$ cat src/rtl/ysyx_25040111_ifu.sv
// Instruction fetch unit: one AXI-lite read outstanding, hands {inst, pc, err} to decode.
// 4 cycles/instruction on a zero-wait bus; holds ifu_valid until ifu_accept, parks in WAIT after a jump or fault.
module ysyx_25040111_ifu #(
  parameter logic [31:0] RESET_PC = 32'h8000_0000
) (
  input  logic        clock,
  input  logic        reset,
  output logic [31:0] araddr,
  output logic        arvalid,
  input  logic        arready,
  input  logic        rvalid,
  output logic        rready,
  input  logic [31:0] rdata,
  input  logic [1:0]  rresp,
  output logic [31:0] ifu_inst,
  output logic [31:0] ifu_pc,
  output logic        ifu_valid,
  input  logic        ifu_accept,
  output logic        fetch_err,
  input  logic        jump,
  input  logic        redirect_valid,
  input  logic [31:0] redirect_pc
);

  typedef enum logic [2:0] {IDLE, REQ, RSP, OUT, DEC, WAIT} state_e;

  state_e      state_q, state_d;
  logic [31:0] pc_q, pc_d;
  logic [31:0] inst_q, inst_d;
  logic [31:0] ipc_q, ipc_d;
  logic        err_q, err_d;
  logic        misaligned;

  assign misaligned = (pc_q[1:0] != 2'b00);

  always_ff @(posedge clock or posedge reset) begin
    if (reset) begin
      state_q <= IDLE;
    end else begin
      state_q <= state_d;
    end
  end

  always_comb begin
    state_d = state_q;
    case (state_q)
      IDLE: state_d = REQ;
      // A misaligned PC never reaches the bus; it is reported as a fetch fault.
      REQ: begin
        if (misaligned) begin
          state_d = OUT;
        end else if (arready) begin
          state_d = RSP;
        end
      end
      RSP:  if (rvalid) state_d = OUT;
      OUT:  if (ifu_accept) state_d = DEC;
      DEC:  state_d = (err_q || jump) ? WAIT : REQ;
      WAIT: if (redirect_valid) state_d = REQ;
      default: state_d = IDLE;
    endcase
  end

  always_comb begin
    pc_d   = pc_q;
    inst_d = inst_q;
    ipc_d  = ipc_q;
    err_d  = err_q;
    case (state_q)
      REQ: begin
        if (misaligned) begin
          inst_d = 32'h0;
          ipc_d  = pc_q;
          err_d  = 1'b1;
        end
      end
      RSP: begin
        if (rvalid) begin
          inst_d = rdata;
          ipc_d  = pc_q;
          err_d  = (rresp != 2'b00);
        end
      end
      DEC:  if (!err_q && !jump) pc_d = pc_q + 32'd4;
      WAIT: if (redirect_valid) pc_d = redirect_pc;
      default: ;
    endcase
  end

  always_ff @(posedge clock or posedge reset) begin
    if (reset) begin
      pc_q   <= RESET_PC;
      inst_q <= 32'h0;
      ipc_q  <= RESET_PC;
      err_q  <= 1'b0;
    end else begin
      pc_q   <= pc_d;
      inst_q <= inst_d;
      ipc_q  <= ipc_d;
      err_q  <= err_d;
    end
  end

  always_comb begin
    arvalid   = 1'b0;
    rready    = 1'b0;
    ifu_valid = 1'b0;
    case (state_q)
      REQ:     arvalid   = !misaligned;
      RSP:     rready    = 1'b1;
      OUT:     ifu_valid = 1'b1;
      default: ;
    endcase
  end

  assign araddr    = pc_q;
  assign ifu_inst  = inst_q;
  assign ifu_pc    = ipc_q;
  assign fetch_err = err_q;

endmodule

$ cat config.mk
export PLATFORM = sky130hd
export DESIGN_NAME = ysyx_25040111_ifu
export DESIGN_NICKNAME = d
export VERILOG_FILES = /design/src/rtl/ysyx_25040111_ifu.sv
export SDC_FILE = /design/constraint.sdc
export NUM_CORES = 1
export LEC_CHECK = 0
export ABC_AREA = 1
export CORE_MARGIN = 2
export CORE_UTILIZATION = 46
export DETAILED_ROUTE_END_ITERATION = 12
export PLACE_DENSITY = 0.81
export SYNTH_ARGS = -nofsm -noshare
export SYNTH_HDL_FRONTEND = slang
export SYNTH_SLANG_ARGS = --single-unit
$ cat constraint.sdc
create_clock -name clock -period 3.91 [get_ports clock]
set_input_delay 0.391 -clock clock [delete_from_list [all_inputs] [get_ports clock]]
set_output_delay 0.391 -clock clock [all_outputs]
set_load 0.05 [all_outputs]
==> out/summary.txt, run 1 <==
total CTS buffers = 9
Post-DRT Antenna Nets = 0
die width = 108.3 microns
final WL = 14220 microns
Least-Margin Pin Slew = 1.091 ns
Distinct cells, synth = 32
PnR worst setup slack = 1.040 ns
post-CTS setup buffers = 0
post-route setup TNS = 0 ns
crit path cell chain = nor3_4 -> clkdlybuf4s50_1
Max-slew headroom = 27.30%
Fmax = 348.4 MHz
layout cells sized above 1 = 4.286%
Synth top area share = 48.98%
final hold violations = 0
Clock Tree Buf Depth = 2
Tmin final = 2.870 ns
CP delay by family, top = buffers and inverters
clk slew on worst S/H paths = 0.10 ns
vias = 5016
vias in the first global route = 4647
CTS tree = yes
Pwr per Cell Area = 939.5 mW/mm^2
clk sinks = 100
hold_ws = 0.4906 ns
Mapped Nets = 751
dpl ws = 1.229 ns
Layout fillers = 945
post-synthesis cell count = 677
first-pass GRT wire length = 22540 microns
DP HPWL = 10310 microns
DRC = 0
leading area contributor after synthesis = dfrtp_1
Root Driver = clkbuf_8
initial core utilization = 46.60%
WP data required = 3.52 ns
DR iter-0 viols = 431
post-cts resize count = 0
RSZ-0062 raised after global routing = no
Peak supply drop = 0.5258 mV
Critical Path Fanout Max = 22
post-synthesis register bit count = 100
final period utilization = 73.41%
via/cell ratio = 5.118
slowest CP cell = clkdlybuf4s50_1
core box area = 0.01075 sq mm
Area contributors post-synth = dfrtp_1 49%, nand2_1 19%, nor2_1 6.4%
Max Slew Vio Count = 0
Post-Syn Area = 0.005007 sq mm
slowest stage delay, CP = 0.94 ns
Final #Nets = 909
max-cap violations = 0
Final Setup Violations = 0
gr ovfl total = 0
routability cong. = 0.9512
drt first pass iters = 5
total die area = 0.01174 sq mm
antenna diode count = 0
sequential area share after synthesis = 50.02%
GRT Util Overall = 24.34%
status = completed
CTS H-Tree Depth = 3
CP endpoint kind = primary output
row count = 38
dpl cell area = 0.006793 sq mm
Post-CTS Hold Buffers = 0
worst-skew pair later-pin latency = 0.36 ns
Finished Cell Area = 0.006975 sq mm
num ports = 173
Die Height = 108.3 microns
synth-to-layout area growth = 39.31%
Port Buffer Count = 172
WP buf/inv = 1
Avg Cell Area, Syn = 7.396 sq um
skew final = 0.01484 ns
HP Class = reg -> reg
DR WL/cell = 14.51 microns
Setup CP Type = reg -> out
Syn. warnings = 0
Leak = 3.098 nW
CP startpoint kind = register
initial antenna violation count = 0
critical path arrival = 2.48 ns
pin count of the biggest net entering global routing = 91
## cells in the final DEF (no fill, tap or decap), types with 4 or more instances in the layout
| master | instances |
|---|---|
| nand3_1 | 35 |
| a21oi_1 | 8 |
| clkbuf_8 | 9 |
| dfrtp_1 | 98 |
| o22ai_1 | 4 |
| o21ai_1 | 30 |
| clkdlybuf4s50_1 | 172 |
| nand2_1 | 248 |
| inv_2 | 4 |
| nor2_1 | 86 |
| o21ai_0 | 61 |
| inv_1 | 46 |
| nand2_2 | 4 |
| nand4_1 | 4 |
## worst register-to-register path, cell delays in order (launching register included)
cell     delay, ns
dfrtp_1       0.48
nor3_4        0.71
inv_2         0.09
nand2_2       0.11
nand3_4       0.55
buf_12        0.44
nand2_1       0.09
o21ai_0       0.09
## stage by stage
step / total power (W) / instances / utilization (%)
2_1_floorplan: 0.004651 / 677 / -
3_3_place_gp: 0.005852 / 964 / 63.22
3_5_place_dp: 0.005936 / 964 / 63.22
4_1_cts: 0.006572 / 980 / 64.92
5_1_grt: 0.006974 / 980 / 64.92
6_report: 0.006554 / 980 / 64.92
## power breakdown
part / switching, W / total, W / internal [W] / leakage (nW)
combinational: 0.00279 / 0.00403 / 0.00124 / 1.72
sequential: 0.000402 / 0.00189 / 0.00149 / 1.29
clock: 0.000388 / 0.000631 / 0.000242 / 0.0921
## state kept, by name, indices dropped and copies added, names as in the netlist
name	flops
araddr	32
fetch_err	1
ifu_inst	32
ifu_pc	32
state_q	3
## synthesized netlist by cell type, drive strengths merged
library cell and count:
o21ai 91, xnor2 1, xor2 2, nand4 4
a31oi 1, o21a 1, a22oi 2, buf 16
nand2 252, or2 2, ha 1, and2 2
dfstp 2, nor3 2, nor2 87, mux2 1
clkbuf 12, o22ai 4, nand3 36, inv 51
a21oi 8, o221ai 1, dfrtp 98
## per-layer routing
| metal | track usage [%] | wire [microns] | vias up |
|---|---|---|---|
| met4 | 7.143 | 278 | 0 |
| met5 | 0 | 0 | - |
| li1 | - | - | 2471 |
| met2 | 40.88 | 6801 | 203 |
| met1 | 32.16 | 6177 | 2324 |
| met3 | 4.641 | 961 | 18 |
## final timing paths
path	startpoint	end	slack, ns	cells past startpoint
max	state_q[0]	rready	1.04	2
max in group asynchronous	reset	araddr[20]	2.46	3
max reg2reg	state_q[0]	ifu_inst[6]	1.24	7
min in group asynchronous	reset	ifu_inst[12]	0.65	2
min reg2reg	ifu_pc[26]	ifu_pc[26]	0.49	2
min	ifu_pc[26]	ifu_pc[26]	0.49	2
## logic make-up after synthesis
family / share of synthesized area [%]
AND/OR/NAND/NOR: 31.03
AO/OA/AOI/OAI: 11.14
flip-flops: 50.02
buffers and inverters: 6.796
XOR/XNOR: 0.5248
multiplexers: 0.2249
adder cells (fa/ha/maj): 0.2498
## layout make-up
type / instances / area [sq um] / area share [%]
repair buffers: 175 / 1757 / 25.18
inverters: 51 / 193.9 / 2.780
multi-input cells: 498 / 2162 / 31.00
well taps: 140 / 175.2 / 2.511
clock buffers: 9 / 123.9 / 1.776
clock inverters: 7 / 58.81 / 0.8430
flip-flops and latches: 100 / 2505 / 35.91
Power figures use the tool's default switching activity.
==> inputs of run 2 (changes only) <==
==> constraint.sdc (replaced) <==
create_clock -name clock -period 2.87 [get_ports clock]
set_input_delay 0.287 -clock clock [delete_from_list [all_inputs] [get_ports clock]]
set_output_delay 0.287 -clock clock [all_outputs]
set_load 0.05 [all_outputs]
==> run 2 against run 1 <==
Against the previous run:
- first-iteration DRC count shrank 15%
- final area grew 1.1%
- sequential share of layout area shrank 0.38 points
- non-clock buffer count grew 3
- utilization grew 0.70 points
- routed wire length grew 4.9%
- die area is the same
- cell count grew 0.31%
- via count shrank 0.36%
- count of clock-buffer cells in the layout grew 2
- sequential power grew 37%
- register-to-register slack lost 0.46 ns
- largest power group unchanged
- highest routed layer unchanged
==> out/summary.txt, run 2 (same netlist as run 1, synthesis figures left out) <==
clk slew on worst S/H paths = 0.10 ns (about the same)
post-route setup TNS = 0 ns (unchanged)
Critical Path Fanout Max = 3 (-86%)
die width = 108.3 microns (unchanged)
Pwr per Cell Area = 1299 mW/mm^2 (+38%)
P_int = 0.004259 W (+43%)
commonest non-fill, non-tap cell in the layout = nand2_1
antenna diode count = 0 (unchanged)
first-pass GRT wire length = 23450 microns (+4.1%)
Fmax = 410.4 MHz
critical path arrival = 2.15 ns (-0.33 ns)
final WL = 14910 microns (+4.9%)
slowest stage delay, CP = 0.82 ns (-0.12 ns)
slowest CP cell = clkdlybuf4s50_1
Sw Ratio = 53.49% (-1.1 points)
gr ovfl total = 0 (unchanged)
row count = 38 (unchanged)
DR iter-0 viols = 368 (-15%)
drt first pass iters = 4 (-1)
CP delay by family, top = buffers and inverters
num ports = 173 (unchanged)
routability cong. = 0.9079 (-4.6%)
CP startpoint kind = register
initial core utilization = 46.60% (unchanged)
Reg2Reg Depth = 7 (unchanged)
Max Slew Vio Count = 0 (unchanged)
Peak supply drop = 0.6483 mV (+23%)
Post-CTS Hold Buffers = 0 (unchanged)
total die area = 0.01174 sq mm (unchanged)
r2r setup slk = 0.78 ns (-0.46 ns)
post-cts resize count = 0 (unchanged)
r2r startpoint = state_q[1]
skew final = 0.006325 ns (-0.008514 ns)
CP endpoint kind = primary output
max-cap violations = 0 (unchanged)
Tmin final = 2.437 ns
DRC = 0 (unchanged)
RSZ-0062 raised after global routing = no
vias = 4998 (-0.36%)
Port Buffer Count = 172 (unchanged)
WP data required = 2.58 ns (-0.94 ns)
layout cells sized above 1 = 4.626% (+0.34 points)
core box area = 0.01075 sq mm (unchanged)
final period utilization = 84.91%
via/cell ratio = 5.084 (-0.66%)
Comb pwr share = 60.7% (-0.8 points)
worst-skew pair later-pin latency = 0.37 ns (about the same)
Clock power frac = 11.1% (+1.5 points)
final hold violations = 0 (unchanged)
vias in the first global route = 4743 (+2.1%)
initial antenna violation count = 0 (unchanged)
dpl cell area = 0.006827 sq mm (+0.50%)
status = completed
Post-DRT Antenna Nets = 0 (unchanged)
CTS tree = yes
Final Setup Violations = 0 (unchanged)
Seq pwr share = 28.2% (-0.7 points)
Least-Margin Pin Slew = 0.6656 ns (-0.4250 ns)
WP buf/inv = 2 (+1)
DP HPWL = 11020 microns (+6.9%)
clk sinks = 100 (unchanged)
GRT Util Overall = 25.62% (+1.3 points)
Finished Cell Area = 0.007051 sq mm (+1.1%)
pin count of the biggest net entering global routing = 101 (+11%)
synth-to-layout area growth = 40.80%
HP Class = in -> async
reg2reg end = state_q[2]
most frequent cells in the layout = 248 x nand2_1, 171 x clkdlybuf4s50_1, 98 x dfrtp_1, 86 x nor2_1, 61 x o21ai_0
Max-slew headroom = 55.56% (+28 points)
total CTS buffers = 9 (unchanged)
Sw Pwr = 0.004898 W (+37%)
Setup CP Type = reg -> out
Root Driver = clkbuf_8
post-CTS setup buffers = 0 (unchanged)
Die Height = 108.3 microns (unchanged)
Final #Nets = 912 (+0.33%)
Leak = 3.137 nW (+1.2%)
Clock Tree Buf Depth = 2 (unchanged)
DR WL/cell = 15.17 microns (+4.6%)
CTS H-Tree Depth = 3 (unchanged)
crit path cell chain = nor2_1 -> nand4_1 -> inv_1 -> clkdlybuf4s50_1
[run 2: worst max-delay path by stage]
stage	start	to	cells after the start
finish	araddr[0]	arvalid	4
global route	araddr[0]	arvalid	4
CTS	araddr[0]	arvalid	4
detailed placement	state_q[1]	state_q[2]	7
global placement	state_q[1]	state_q[2]	7
floorplan	araddr[3]	araddr[22]	10
[run 2: metal layers]
layer  vias to the layer above  part of all wire [%]  wire [microns]  GRT usage (%)
met3                        21                   7.4            1108          4.159
met4                         0                   1.8             268          8.883
met1                      2320                    44            6528          33.31
met2                       193                    47            7005          43.53
met5                         -                     0               0              0
li1                       2464                     -               -              -
[run 2: power by group through the flow]
stage | combinational [W] | clock, W | sequential (W)
floorplan | 0.00181 | 0 | 0.00452
global placement | 0.00549 | 0 | 0.00256
detailed placement | 0.00557 | 0 | 0.00259
CTS | 0.00559 | 0.00103 | 0.00257
global route | 0.00596 | 0.00108 | 0.00266
finish | 0.00556 | 0.00102 | 0.00258
[run 2: worst reg2reg max path: stages (launching register included)]
cell and delay, ns:
dfrtp_1 0.38, inv_2 0.12, nand2_1 0.14, nor2_4 0.34, inv_2 0.37, or2_2 0.40
nand3_1 0.12, o21ai_0 0.10
[run 2: final cells by class]
| class | instances | area (sq um) |
|---|---|---|
| tap | 140 | 175.2 |
| fill | 943 | 3695 |
| inverter | 51 | 195.2 |
| clock inverter | 5 | 82.58 |
| sequential | 100 | 2505 |
| clock buffer | 11 | 141.4 |
| multi-input combinational | 498 | 2162 |
| timing repair buffer | 178 | 1789 |
[run 2: metrics by stage]
step | setup WS, ns | util (%) | instances | hold slack, ns | total power (W)
floorplan | 0.7953 | - | 677 | 0.4299 | 0.006336
global placement | 0.9193 | 63.53 | 967 | 0.4617 | 0.008053
detailed placement | 0.8065 | 63.53 | 967 | 0.4646 | 0.008162
CTS | 0.4492 | 65.61 | 983 | 0.4494 | 0.009196
global route | 0.3535 | 65.61 | 983 | 0.4849 | 0.009705
finish | 0.4332 | 65.61 | 983 | 0.3979 | 0.009157
==> inputs of run 3 (changes only) <==
--- a/config.mk
+++ b/config.mk
@@ -7,9 +7,9 @@
 export LEC_CHECK = 0
 export ABC_AREA = 1
 export CORE_MARGIN = 2
-export CORE_UTILIZATION = 46
+export CORE_UTILIZATION = 41
 export DETAILED_ROUTE_END_ITERATION = 12
-export PLACE_DENSITY = 0.81
+export PLACE_DENSITY = 0.76
 export SYNTH_ARGS = -nofsm -noshare
 export SYNTH_HDL_FRONTEND = slang
 export SYNTH_SLANG_ARGS = --single-unit
==> constraint.sdc (replaced) <==
create_clock -name clock -period 2 [get_ports clock]
set_input_delay 0.2 -clock clock [delete_from_list [all_inputs] [get_ports clock]]
set_output_delay 0.2 -clock clock [all_outputs]
set_load 0.05 [all_outputs]
==> run 3 against run 2 <==
Against the previous run:
- via count fell by 0.62%
- clock skew rose by 0.0021 ns
- setup slack got worse by 0.34 ns
- die area rose by 12%
- utilization fell by 4.7 points
- critical path type unchanged
- critical endpoint is now araddr[10]
==> out/summary.txt, run 3 (same netlist as run 1, synthesis figures left out) <==
initial core utilization = 41.86% (-4.7 points)
CTS tree = yes
Root Driver = clkbuf_16
vias in the first global route = 4685 (-1.2%)
CP endpoint kind = primary output
num ports = 173 (unchanged)
slowest stage delay, CP = 0.86 ns (+0.04 ns)
Pwr per Cell Area = 1882 mW/mm^2 (+45%)
final WL = 14570 microns (-2.3%)
Least-Margin Pin Slew = 0.5545 ns (-0.1111 ns)
hold_ws = 0.3488 ns (-0.04909 ns)
status = completed
most frequent cells in the layout = 248 x nand2_1, 169 x clkdlybuf4s50_1, 96 x dfrtp_1, 85 x nor2_1, 61 x o21ai_0
skew final = 0.008453 ns (+0.002127 ns)
clk slew on worst S/H paths = 0.07 ns (-0.03 ns)
die width = 114.5 microns (+5.7%)
max-cap violations = 0 (unchanged)
RSZ-0062 raised after global routing = no
CP startpoint kind = register
core box area = 0.01196 sq mm (+11%)
DRC = 0 (unchanged)
Layout fillers = 1090 (+16%)
Setup CP Type = reg -> out
first-pass GRT wire length = 23270 microns (-0.77%)
Final #Nets = 924 (+1.3%)
slowest CP cell = clkdlybuf4s50_1
HP Class = in -> async
pin count of the biggest net entering global routing = 101 (unchanged)
post-route setup TNS = 0 ns (unchanged)
total CTS buffers = 9 (unchanged)
layout cells sized above 1 = 6.433% (+1.8 points)
crit path cell chain = clkdlybuf4s50_1
critical path arrival = 1.70 ns (-0.45 ns)
Leak = 3.255 nW (+3.8%)
DR WL met3 = 1065 microns (-3.9%)
commonest non-fill, non-tap cell in the layout = nand2_1
final period utilization = 95.21%
Critical Path Fanout Max = 6 (+3)
Port Buffer Count = 172 (unchanged)
Max Slew Vio Count = 0 (unchanged)
DR WL/cell = 14.54 microns (-4.1%)
total die area = 0.01311 sq mm (+12%)
CP delay by family, top = buffers and inverters
post-CTS setup buffers = 0 (unchanged)
WP buf/inv = 1 (-1)
vias = 4967 (-0.62%)
clk sinks = 100 (unchanged)
Final Setup Violations = 0 (unchanged)
worst-skew pair later-pin latency = 0.34 ns (-0.03 ns)
Max-slew headroom = 62.92% (+7.4 points)
routability cong. = 0.8638 (-4.9%)
Fmax = 525.2 MHz
Clock Tree Buf Depth = 2 (unchanged)
WP data required = 1.80 ns (-0.78 ns)
Die Height = 114.5 microns (+5.7%)
synth-to-layout area growth = 45.45%
DR iter-0 viols = 321 (-13%)
Power, Total = 0.01371 W (+50%)
highest routed layer = met4
Tmin final = 1.904 ns
met1 wire length = 6492 microns (-0.55%)
met2 routed WL = 6793 microns (-3.0%)
gr ovfl total = 0 (unchanged)
antenna diode count = 0 (unchanged)
initial antenna violation count = 0 (unchanged)
r2r setup slk = 0.28 ns (-0.50 ns)
Peak supply drop = 1.032 mV (+59%)
CTS H-Tree Depth = 3 (unchanged)
DP HPWL = 10520 microns (-4.6%)
Post-DRT Antenna Nets = 0 (unchanged)
drt first pass iters = 4 (unchanged)
GRT Util Overall = 22.46% (-3.2 points)
via/cell ratio = 4.957 (-2.5%)
final hold violations = 0 (unchanged)
row count = 40 (+5.3%)
==> run 3: cell types whose count changed in the layout (fill, tap and decap cells not counted) <==
cell	previous run	this run
buf_12	2	5
buf_4	5	16
clkbuf_1	1	2
clkbuf_16	0	9
clkbuf_8	10	1
clkdlybuf4s50_1	171	169
clkinv_4	0	1
dfrtp_1	98	96
dfrtp_2	0	2
inv_6	2	0
nor2_1	86	85
nor2_2	0	1
==> run 3: repair_timing <==
item,in CTS,in global routing
resized for setup,0,1
endpoints found under the setup margin,0,1
hold buffers,0,0
==> run 3: final timing paths <==
path | from | end | cells after the start
worst max register to register | araddr[3] | araddr[28] | 11
max in group asynchronous | reset | araddr[31] | 3
worst max-delay path | araddr[10] | araddr[10] | 1
min in group clock | rdata[23] | ifu_inst[23] | 3
worst min register to register | ifu_inst[0] | ifu_inst[0] | 2
worst min-delay path | reset | ifu_inst[17] | 3
==> run 3: final cells by class <==
cell class                      count  area (sq um)  share of cell area, %
Sequential cell                   100          2507                  34.43
Multi-Input combinational cell    498          2165                  29.72
Timing Repair Buffer              190          1912                  26.25
Clock buffer                       12         246.5                  3.384
Inverter                           51         195.2                  2.680
Tap cell                          147         183.9                  2.525
Clock inverter                      4         73.82                  1.014
==> run 3: routing by layer <==
metal	GRT usage, %	up-vias
met5	0	-
met4	6.341	0
met3	4.076	17
met2	36.65	212
met1	30.72	2247
li1	-	2491
==> run 3: through the flow <==
stage	util, %	std cells	setup slack [ns]	cell area (sq um)
global placement	58.19	986	0.3168	6960
CTS	60.87	1002	0.06686	7281
floorplan	-	677	0.1009	5014
finish	60.89	1002	0.09581	7283
detailed placement	58.19	986	0.2664	6960
global route	60.89	1002	0.04440	7283
==> run 3: power breakdown <==
group          internal (W)  switching (W)  total [W]
registers           0.00293       0.000774    0.00370
clock network       0.00113       0.000743    0.00188
logic               0.00262        0.00551    0.00813
